==> config.mk <==
export PLATFORM = sky130hd
export DESIGN_NAME = tq_chromadc_merge
export DESIGN_NICKNAME = d
export VERILOG_FILES = /design/src/rtl/tq_pkg.sv /design/src/rtl/tq_dc_bank.sv /design/src/rtl/tq_chromadc_merge.sv
export SDC_FILE = /design/constraint.sdc
export NUM_CORES = 1
export LEC_CHECK = 0
export ABC_AREA = 1
export CAP_MARGIN = 20
export CORE_MARGIN = 8
export CORE_UTILIZATION = 52
export CTS_BUF_LIST = sky130_fd_sc_hd__clkbuf_2
export CTS_CLUSTER_SIZE = 20
export DETAILED_ROUTE_END_ITERATION = 8
export PLACE_DENSITY = 0.93
export SLEW_MARGIN = 10
export SYNTH_ARGS = -nofsm -noshare
export SYNTH_HDL_FRONTEND = slang
export SYNTH_SLANG_ARGS = --single-unit
==> constraint.sdc <==
create_clock -name clk_i -period 9.1 [get_ports clk_i]
set_input_delay 1.82 -clock clk_i [delete_from_list [all_inputs] [get_ports clk_i]]
set_output_delay 1.82 -clock clk_i [all_outputs]
set_load 0.01 [all_outputs]
==> src/rtl/tq_pkg.sv <==
// Shared types and constants for the transform/quant chroma path.
package tq_pkg;
  localparam int COEFF_W      = 15;
  localparam int CHROMA_BLKS  = 8;
  localparam int ROWS_PER_BLK = 4;

  typedef logic signed [COEFF_W-1:0] coeff_t;
  typedef coeff_t [3:0]              row_t;
endpackage

==> src/rtl/tq_dc_bank.sv <==
// One chroma DC bank: four raster-ordered coefficients plus a full flag.
module tq_dc_bank #(
  parameter int W = tq_pkg::COEFF_W
) (
  input  logic                clk_i,
  input  logic                rst_n_i,
  input  logic                clr_i,
  input  logic                wr_en_i,
  input  logic [4*W-1:0]      wr_dc_i,
  input  logic                rel_i,
  input  logic [1:0]          rd_idx_i,
  output logic signed [W-1:0] rd_dc_o,
  output logic                full_o
);
  logic [4*W-1:0] dc_q;

  // A write and a release never target the same bank in one cycle; write wins regardless.
  always_ff @(posedge clk_i or negedge rst_n_i) begin
    if (!rst_n_i)     full_o <= 1'b0;
    else if (clr_i)   full_o <= 1'b0;
    else if (wr_en_i) full_o <= 1'b1;
    else if (rel_i)   full_o <= 1'b0;
  end

  always_ff @(posedge clk_i) begin
    if (wr_en_i) dc_q <= wr_dc_i;
  end

  assign rd_dc_o = $signed(dc_q[rd_idx_i*W +: W]);
endmodule

==> src/rtl/tq_chromadc_merge.sv <==
// Merges buffered chroma DC coefficients into lane 0 of row 0 of each 4x4 AC block.
module tq_chromadc_merge #(
  parameter int COEFF_W = tq_pkg::COEFF_W,
  parameter int ROW_W   = 4*COEFF_W
) (
  input  logic                      clk_i,
  input  logic                      rst_n_i,
  input  logic                      clr_i,
  input  logic                      dc_valid_i,
  output logic                      dc_ready_o,
  input  logic                      dc_comp_i,
  input  logic signed [COEFF_W-1:0] dc00_i,
  input  logic signed [COEFF_W-1:0] dc01_i,
  input  logic signed [COEFF_W-1:0] dc10_i,
  input  logic signed [COEFF_W-1:0] dc11_i,
  input  logic                      ac_valid_i,
  output logic                      ac_ready_o,
  input  logic [ROW_W-1:0]          ac_row_i,
  output logic                      out_valid_o,
  input  logic                      out_ready_i,
  output logic [ROW_W-1:0]          out_row_o,
  output logic [2:0]                out_blk_o,
  output logic [1:0]                out_ridx_o,
  output logic                      out_mb_last_o
);
  localparam logic [1:0] ROW_LAST   = 2'(tq_pkg::ROWS_PER_BLK - 1);
  localparam logic [2:0] BLK_LAST   = 3'(tq_pkg::CHROMA_BLKS - 1);
  localparam logic [2:0] BLK_CB_END = 3'(tq_pkg::CHROMA_BLKS/2 - 1);

  logic [2:0]                blk_cnt;
  logic [1:0]                row_cnt;
  logic                      comp;
  logic                      full_cb, full_cr, full_comp;
  logic                      dc_hs, ac_hs, row_last;
  logic                      rel_cb, rel_cr;
  logic signed [COEFF_W-1:0] dc_cb, dc_cr, dc_sel;
  logic [4*COEFF_W-1:0]      dc_set;

  logic                      vld_p1;
  logic [ROW_W-1:0]          row_p1;
  logic [2:0]                blk_p1;
  logic [1:0]                ridx_p1;
  logic                      last_p1;

  function automatic logic [ROW_W-1:0] merge_dc(input logic [ROW_W-1:0] row,
                                                input logic signed [COEFF_W-1:0] dc,
                                                input logic sub);
    merge_dc = row;
    if (sub) merge_dc[COEFF_W-1:0] = dc;
  endfunction

  assign comp       = blk_cnt[2];
  assign full_comp  = comp ? full_cr : full_cb;
  assign dc_ready_o = dc_comp_i ? !full_cr : !full_cb;
  assign ac_ready_o = (!vld_p1 || out_ready_i) && ((row_cnt != 2'd0) || full_comp);
  assign dc_hs      = dc_valid_i && dc_ready_o && !clr_i;
  assign ac_hs      = ac_valid_i && ac_ready_o && !clr_i;
  assign row_last   = (row_cnt == ROW_LAST);
  assign rel_cb     = ac_hs && row_last && (blk_cnt == BLK_CB_END);
  assign rel_cr     = ac_hs && row_last && (blk_cnt == BLK_LAST);
  assign dc_set     = {dc11_i, dc10_i, dc01_i, dc00_i};
  assign dc_sel     = comp ? dc_cr : dc_cb;

  tq_dc_bank #(.W(COEFF_W)) u_bank_cb (
    .clk_i    (clk_i),
    .rst_n_i  (rst_n_i),
    .clr_i    (clr_i),
    .wr_en_i  (dc_hs && !dc_comp_i),
    .wr_dc_i  (dc_set),
    .rel_i    (rel_cb),
    .rd_idx_i (blk_cnt[1:0]),
    .rd_dc_o  (dc_cb),
    .full_o   (full_cb)
  );

  tq_dc_bank #(.W(COEFF_W)) u_bank_cr (
    .clk_i    (clk_i),
    .rst_n_i  (rst_n_i),
    .clr_i    (clr_i),
    .wr_en_i  (dc_hs && dc_comp_i),
    .wr_dc_i  (dc_set),
    .rel_i    (rel_cr),
    .rd_idx_i (blk_cnt[1:0]),
    .rd_dc_o  (dc_cr),
    .full_o   (full_cr)
  );

  // Stage p0 -> p1: accepted AC row becomes the registered merged output.
  always_ff @(posedge clk_i or negedge rst_n_i) begin
    if (!rst_n_i) begin
      vld_p1  <= 1'b0;
      row_p1  <= '0;
      blk_p1  <= '0;
      ridx_p1 <= '0;
      last_p1 <= 1'b0;
      row_cnt <= '0;
      blk_cnt <= '0;
    end else if (clr_i) begin
      vld_p1  <= 1'b0;
      row_cnt <= '0;
      blk_cnt <= '0;
    end else if (ac_hs) begin
      vld_p1  <= 1'b1;
      row_p1  <= merge_dc(ac_row_i, dc_sel, row_cnt == 2'd0);
      blk_p1  <= blk_cnt;
      ridx_p1 <= row_cnt;
      last_p1 <= row_last && (blk_cnt == BLK_LAST);
      row_cnt <= row_last ? 2'd0 : row_cnt + 2'd1;
      if (row_last) blk_cnt <= (blk_cnt == BLK_LAST) ? 3'd0 : blk_cnt + 3'd1;
    end else if (out_ready_i) begin
      vld_p1  <= 1'b0;
    end
  end

  assign out_valid_o   = vld_p1;
  assign out_row_o     = row_p1;
  assign out_blk_o     = blk_p1;
  assign out_ridx_o    = ridx_p1;
  assign out_mb_last_o = last_p1;
endmodule

After elaboration in Yosys (flattened, before gate mapping)
Cells that the tools add are included.

word-level totals
  register bits = 194

operators by class
  $add $sub $neg = 2
  multiply operators = 1
  equal/unequal tests = 3
  shift-type cells = 2
  multiplexer cells = 20
  bitwise gates (word level) = 1
  reductions and logical operators = 27

operators by type and width
  operator               number
  $shiftx A60 B7 Y15     2
  $mux W15               2
  $mux W3                4
  $logic_and A1 B1 Y1    11
  $mux W1                11
  $reduce_bool A3 Y1     3
  $mul A2 B4 Y6 const B  1
  $mux W2                3
  $reduce_bool A2 Y1     3
  $logic_not A1 Y1       5
  $reduce_and A2 Y1      2
  $add A3 B1 Y3 const B  1
  $eq A3 B2 Y1 const B   1
  $eq A3 B3 Y1 const B   1
  $add A2 B1 Y2 const B  1
  $eq A2 B2 Y1 const B   1
  $logic_not A2 Y1       1
  $logic_or A1 B1 Y1     2
  $not A1 Y1             1

Depth between registers and ports, before layout
Gate-level depths: netlist (run 1).

  depth after elaboration = 10
  depth in mapped cells = 10

Cells and area by module
From an unflattened synthesis (run 1), not the netlist that was laid out.

second synthesis, totals
  cell total of the unflattened synthesis = 876
  area, all modules = 8386.8 µm²

by module, submodules not included
  module             instances  cells each  area an instance (µm²)  seq. area each (µm²)
  tq_dc_bank         2          240         2557.5                  1826.8
  tq_chromadc_merge  1          396         3271.9                  1801.7

Worst setup path after synthesis (run 1)
OpenSTA, ideal clock, no wires.

  kind = in2reg
  start point = in dc_comp_i
  end point = reg u_bank_cb.dc_q[0], enable pin
  setup time = 479 ps
  data arrival time = 4860 ps
  data required time = 8621 ps
  slack = 3761 ps
  stages on the path = 3
  buffers on the path = 0
  cell sequence = o21ai_0 -> nand3_1 -> nor2_1

between the ends
  cells in the longest elaborated chain, start to end = 4

RTL lines
  element                           line                     RTL
  from (decl)                       tq_chromadc_merge.sv:11  input logic dc_comp_i,
  $mux W1                           tq_chromadc_merge.sv:54  assign dc_ready_o = dc_comp_i ? !full_cr : !full_cb;
  $logic_and A1 B1 Y1 (2 in a row)  tq_chromadc_merge.sv:56  assign dc_hs = dc_valid_i && dc_ready_o && !clr_i;
  $logic_and A1 B1 Y1 (*)           tq_chromadc_merge.sv:68  .wr_en_i (dc_hs && !dc_comp_i),
  via u_bank_cb.wr_en_i             tq_dc_bank.sv:8          input logic wr_en_i,
  to (signal assigned)              tq_dc_bank.sv:26         if (wr_en_i) dc_q <= wr_dc_i;
  to (decl)                         tq_dc_bank.sv:15         logic [4*W-1:0] dc_q;

Mark *: on every way through the listed nets, which the timed path passes. The rest lies on a longest branch.
A chain may end at the register's enable or synchronous reset.

Final worst setup path (run 1)
  start point = in dc_comp_i
  end point = out dc_ready_o

between the ends
  cells in the longest elaborated chain, start to end = 1

RTL lines
  element    line                     RTL
  $mux W1    tq_chromadc_merge.sv:54
  to (decl)  tq_chromadc_merge.sv:10  output logic dc_ready_o,

Every way passes these cells.

==> summary.txt, run 1 <==
Global routing
  – Congestion Overflow GR: 0
  – Tot GR Track Use: 20.7%
  – Vias in the first global route: 6,457
  – First-pass GRT wire length: 32,400 um
  – Pin count of the biggest net entering global routing: 90
  – Initial antenna violation count: 0

Clock network
  – TritonCTS buffer count: 17
  – Clk slew on worst S/H paths: 0.24 ns
  – Clock tree root driver cell: clkbuf_2
  – Clock tree from TritonCTS: built
  – Clk_lat worst skew: 0.75 ns
  – Hold_buf cts: 0
  – Setup bufs post-CTS: 0
  – Cts repair resizes: 0
  – Sink Count: 194
  – Depth of the CTS H-tree: 4
  – Longest Clk Path Bufs: 2

Worst setup path
  – WS Path Type: input port to output pin
  – Setup crit start kind: input port
  – Critical Path AT: 3.17 ns
  – Crit end category: output pin
  – Max FO, Critical Path: 4
  – CP required: 7.28 ns

Final layout
  – Final core occ: 67.3%
  – ANT cells: 0
  – Share of post-route cells with drive strength above 1: 5.07%
  – Layout overhead on the synthesized area: 27.8%
  – Net count, final: 1,184
  – Non-Filler Instances: 1,281

STA
  – Final hold slack: 0.513 ns
  – Slew Limit Fails: 0
  – Fin crit share: 54.8%
  – Setup tns final: 0 ns
  – Final setup fails: 0
  – Tmin final: 4.99 ns
  – Final hold vios: 0
  – Max-slew headroom: 33.2%
  – Fmax: 201 MHz
  – RSZ-0062 raised after global routing: false
  – Clk_skew: 0.0329 ns
  – Worst Tran Pin Value: 1.00 ns

Synth
  – Post-synthesis cell area: 0.00830 sq mm
  – Syn nets: 1,002
  – Sequential area share after synthesis: 65.7%
  – Synth area leader: edfxtp_1
  – Most frequent cell after synthesis: nand2_1
  – Post-synth top cells: nand2_1, inv_1, edfxtp_1
  – Post-synthesis cell type count: 22
  – Top-area cell type share of the netlist area: 43.4%
  – Synth Area per Inst: 9.54 sq um
  – Synth warn: 0
  – Top FF cell, synth: edfxtp_1
  – Async SR Flop Fraction: 38.1%
  – Area contributors post-synth: edfxtp_1, dfrtp_1, nand2_1
  – Cells after synthesis: 870
  – Synthesized flop and latch total: 194
  – Post-synth EDFFs: 120

Power
  – Power Density: 203 mW/mm^2
  – Switch Pwr: 0.639 mW
  – Overall power: 2.15 mW
  – Clock share of power: 18.3%
  – LEAKAGE: 4.91 nW
  – VDD IR-drop max: 0.114 mV
  – Combinational share of power: 28.3%
  – Switch share: 29.7%
  – Power Internal: 1.51 mW
  – Sequential share of power: 53.4%

Floorplan
  – Die area: 0.0203 sq mm
  – Die Span X: 142 um
  – I/O Pins: 196
  – Core Area: 0.0158 sq mm
  – Die Height: 142 um
  – Starting Density: 52.6%
  – Row cnt: 46

Placed design
  – RePlAce Congestion: 0.791
  – Detail Placement HPWL: 14,400 um
  – PortBufs: 195
  – DP Cell Count: 1,249

Detailed routing
  – Routed Antenna Nets: 0
  – Avg WL per Cell: 16.1 um
  – Post-Route WL: 20,700 um
  – Iter 0 DRT Violations: 466
  – DRC: 0
  – Router iterations before antenna repair: 5
  – Via density: 4.94
  – Via count: 6,330

Worst hold path
  – Hold WC Path Type: register to register

Run
  – Max-Cap Viols: 0

Outcome
  – Status: complete, no violations
[area by class of cell]
cell class              instances  area, sq um
fillers                      1151         5160
well taps                     216          270
clock inverters                15          135
flip-flops and latches        194         5460
repair buffers                202         2000
multi-input cells             489         2110
clock buffers                  17         85.1
inverters                     148          556
[final timing paths]
| path | slack, ns | cells past startpoint | start | to |
|---|---|---|---|---|
| min in group asynchronous | 1.19 | 1 | rst_n_i | out_row_o[41] |
| hold / removal | 0.51 | 2 | out_row_o[27] | out_row_o[27] |
| hold reg to reg | 0.51 | 2 | out_row_o[27] | out_row_o[27] |
| setup / recovery | 4.11 | 3 | dc_comp_i | dc_ready_o |
| setup reg to reg | 6.45 | 8 | blk_cnt[2] | out_row_o[3] |
| max in group asynchronous | 7.25 | 1 | rst_n_i | blk_cnt[2] |
[kinds of logic after synthesis]
group | synth area share, %
buffers and inverters | 9.09
AND/OR/NAND/NOR | 22.6
AO/OA/AOI/OAI | 1.81
flip-flops | 65.7
adder cells (fa/ha/maj) | 0.754
[cells in the final DEF, fill, tap and decap left out]
| cell type | netlist | layout |
|---|---|---|
| nand2_1 | 296 | 296 |
| clkdlybuf4s50_1 | 0 | 194 |
| inv_1 | 146 | 146 |
| edfxtp_1 | 120 | 120 |
| nand3_1 | 93 | 93 |
| dfrtp_1 | 74 | 73 |
| nor2_1 | 52 | 50 |
| clkbuf_2 | 0 | 17 |
| a21oi_1 | 15 | 15 |
| o21ai_0 | 12 | 12 |
| or2_2 | 9 | 9 |
| buf_4 | 1 | 8 |
| ha_1 | 5 | 5 |
| clkinvlp_4 | 0 | 5 |
| clkinv_1 | 0 | 3 |
| inv_8 | 0 | 3 |
| nor2_4 | 0 | 2 |
| inv_2 | 2 | 2 |
| o21bai_1 | 2 | 2 |
| nand3_2 | 1 | 1 |
| and2_1 | 1 | 1 |
| nand4_4 | 1 | 1 |
| nor2_2 | 1 | 1 |
| nand4_1 | 1 | 1 |
| dfrtp_2 | 0 | 1 |
| clkinv_2 | 0 | 1 |
| bufinv_16 | 0 | 1 |
| clkinv_4 | 0 | 1 |
| inv_6 | 0 | 1 |
[worst max-delay path: stages]
cell and delay (ns):
clkdlybuf4s50_1 0.49, o21ai_0 0.25, clkdlybuf4s50_1 0.60
[metal layers]
metal,share of wire [%],track usage (%),up-vias
met5,0,0,-
met4,2.0,8.17,0
met3,7.3,5.20,37
met2,52,36.8,252
met1,39,23.4,2979
li1,-,-,3062
[through the flow]
step / worst slack [ns] / area [sq um]
3_5_place_dp: 4.12 / 10400
2_1_floorplan: 3.76 / 8300
3_3_place_gp: 4.13 / 10400
5_1_grt: 4.04 / 10600
6_report: 4.11 / 10600
4_1_cts: 4.11 / 10600
[sequential cells by signal, summed over array words and instances, names as in the netlist]
signal            flops
u_bank_cr.dc_q       60
u_bank_cr.full_o      1
blk_cnt               3
out_mb_last_o         1
row_cnt               2
out_ridx_o            2
out_blk_o             3
out_valid_o           1
u_bank_cb.full_o      1
out_row_o            60
u_bank_cb.dc_q       60
[power groups by stage]
stage | combinational (mW) | clock (mW) | sequential [mW]
floorplan | 0.167 | 0 | 1.23
global placement | 0.590 | 0 | 1.16
detailed placement | 0.614 | 0 | 1.17
CTS | 0.616 | 0.405 | 1.15
global route | 0.658 | 0.441 | 1.16
finish | 0.608 | 0.393 | 1.15
No activity file was read; power rests on OpenSTA's default activity.
==> inputs of run 2 (changes only) <==
- CORE_UTILIZATION: 52 -> 47
- PLACE_DENSITY: 0.93 -> 0.89
- clock period: 9.1 -> 4 ns (I/O delays scaled with it)
==> summary.txt, run 2 (synthesized netlist as in run 1, its figures left out) <==
Floorplan
  – Row cnt: 48 (+4.3%)
  – Die Span X: 149 um (+4.6%)
  – Die area: 0.0222 sq mm (+9.4%)
  – I/O Pins: 196 (unchanged)
  – Die Height: 149 um (+4.6%)
  – Core Area: 0.0173 sq mm (+9.7%)
  – Starting Density: 48.0% (-4.6 points)

Global routing
  – Congestion Overflow GR: 0 (unchanged)
  – Most used routing layer: met2
  – Pin count of the biggest net entering global routing: 90 (unchanged)
  – Grt met3 use: 4.76% (-0.44 points)
  – M2 GR Usage: 33.8% (-3.0 points)
  – Initial antenna violation count: 1 (+1)
  – Grt met1 use: 22.9% (-0.51 points)
  – Vias in the first global route: 6,404 (-0.82%)
  – First-pass GRT wire length: 33,300 um (+2.6%)
  – Tot GR Track Use: 19.2% (-1.5 points)

Run
  – Max-Cap Viols: 0 (unchanged)

Clock network
  – Sink Count: 194 (unchanged)
  – Clk_lat worst skew: 0.73 ns (-0.02 ns)
  – Cts repair resizes: 0 (unchanged)
  – Depth of the CTS H-tree: 4 (unchanged)
  – TritonCTS buffer count: 17 (unchanged)
  – Clock tree from TritonCTS: built
  – Setup bufs post-CTS: 0 (unchanged)
  – Hold_buf cts: 0 (unchanged)
  – Longest Clk Path Bufs: 2 (unchanged)
  – Clock tree root driver cell: clkbuf_2
  – Clk slew on worst S/H paths: 0.26 ns (+0.02 ns)

STA
  – Max-slew headroom: 34.9% (+1.7 points)
  – Final setup fails: 0 (unchanged)
  – Tmin final: 3.11 ns
  – Final hold slack: 0.171 ns (-0.343 ns)
  – RSZ-0062 raised after global routing: false
  – Clk_skew: 0.0331 ns (+0.000161 ns)
  – Slew Limit Fails: 0 (unchanged)
  – Fin crit share: 77.6%
  – Final hold vios: 0 (unchanged)
  – Worst Tran Pin Value: 0.976 ns (-0.0265 ns)
  – Fmax: 322 MHz

Placed design
  – RePlAce Congestion: 0.791 (about the same)
  – PortBufs: 195 (unchanged)
  – DP Cell Count: 1,259 (+0.80%)
  – Detail Placement HPWL: 14,400 um (+0.24%)

Worst setup path
  – Crit path buffers/inverters: 2 (unchanged)
  – Critical Path AT: 2.31 ns (-0.86 ns)
  – CP required: 3.20 ns (-4.08 ns)
  – Max FO, Critical Path: 4 (unchanged)
  – Slowest stage delay, CP: 0.62 ns (+0.02 ns)
  – Setup slack, reg-to-reg: 1.94 ns (-4.51 ns)
  – R2r worst-path depth: 6 (-2)
  – Critical path, cell by cell: clkdlybuf4s50_1 > o21ai_0 > clkdlybuf4s50_1
  – Most frequent CP cell: clkdlybuf4s50_1
  – Crit Reg-Reg Endpoint: out_row_o[1]
  – RR Startpoint: blk_cnt[0]
  – Setup crit start kind: input port
  – Delay-heaviest family, CP: buffers and inverters
  – WS Path Type: input port to output pin
  – Crit end category: output pin
  – Slowest cell on the critical path: clkdlybuf4s50_1

Detailed routing
  – DRC: 0 (unchanged)
  – Post-Route WL: 21,400 um (+3.4%)
  – Via count: 6,318 (-0.19%)
  – Avg WL per Cell: 16.6 um (+2.7%)
  – Via density: 4.90 (-0.89%)
  – Router iterations before antenna repair: 5 (unchanged)
  – Iter 0 DRT Violations: 529 (+14%)
  – Routed Antenna Nets: 0 (unchanged)

Worst hold path
  – Hold WC Path Type: input port to asynchronous set/reset pin

Power
  – Power Density: 475 mW/mm^2 (+130%)
  – LEAKAGE: 4.96 nW (+1.1%)
  – VDD IR-drop max: 0.268 mV (+140%)

Outcome
  – Status: complete, no violations

Final layout
  – Net count, final: 1,185 (+0.084%)
  – ANT cells: 0 (unchanged)
  – Commonest non-fill, non-tap cell in the layout: nand2_1
  – Fillers: 1,389 (+21%)
  – Layout overhead on the synthesized area: 29.1%
  – Final core occ: 62.0% (-5.3 points)
  – Non-Filler Instances: 1,290 (+0.70%)
  – Commonest cells after routing, fill and taps aside: nand2_1, clkdlybuf4s50_1, inv_1
  – Share of post-route cells with drive strength above 1: 5.35% (+0.28 points)
==> run 2: cell count changes in the layout (fill, tap and decap cells not counted) <==
cell        before  now
clkinvlp_2       0    1
bufinv_16        1    4
clkinv_4         1    0
clkinv_1         3    0
buf_4            8    7
buf_12           0    2
inv_6            1    7
clkinvlp_4       5    1
inv_8            3    0
==> run 2: cell type report <==
class	count	area, sq um	area share, %
sequential	194	5460	50.9
multi-input combinational	489	2110	19.6
timing repair buffer	203	2030	19.0
inverter	148	556	5.18
tap	225	282	2.63
clock inverter	14	199	1.86
clock buffer	17	85.1	0.794
==> run 2: routing by layer <==
| metal | wire (um) | share of wire [%] |
|---|---|---|
| met3 | 1670 | 7.8 |
| met4 | 244 | 1.1 |
| met1 | 8550 | 40 |
| met5 | 13 | 0.061 |
| met2 | 10900 | 51 |
==> run 2: worst max path at each step <==
stage / end / slack [ns] / depth (start not counted) / startpoint
floorplan: u_bank_cb.dc_q[0] / -0.32 / 3 / dc_comp_i
global route: ac_ready_o / 0.76 / 5 / row_cnt[0]
global placement: dc_ready_o / 1.02 / 3 / dc_comp_i
CTS: ac_ready_o / 0.83 / 5 / row_cnt[0]
detailed placement: dc_ready_o / 0.92 / 3 / dc_comp_i
finish: dc_ready_o / 0.89 / 3 / dc_comp_i
==> run 2: report_power, final <==
part           leakage [nW]  internal [mW]  switching [mW]
sequential             2.01           2.45           0.162
clock                 0.163          0.420           0.673
combinational          2.79          0.757           0.626
total                  4.96           3.63            1.46
==> run 2: metrics by stage <==
stage	instance area (sq um)	setup WS, ns	TNS (ns)	power, mW
finish	10700	0.895	0	5.09
CTS	10700	0.829	0	5.14
detailed placement	10400	0.921	0	4.05
global placement	10400	1.02	0	4.00
floorplan	8300	-0.319	-38.84	3.17
global route	10700	0.757	0	5.35
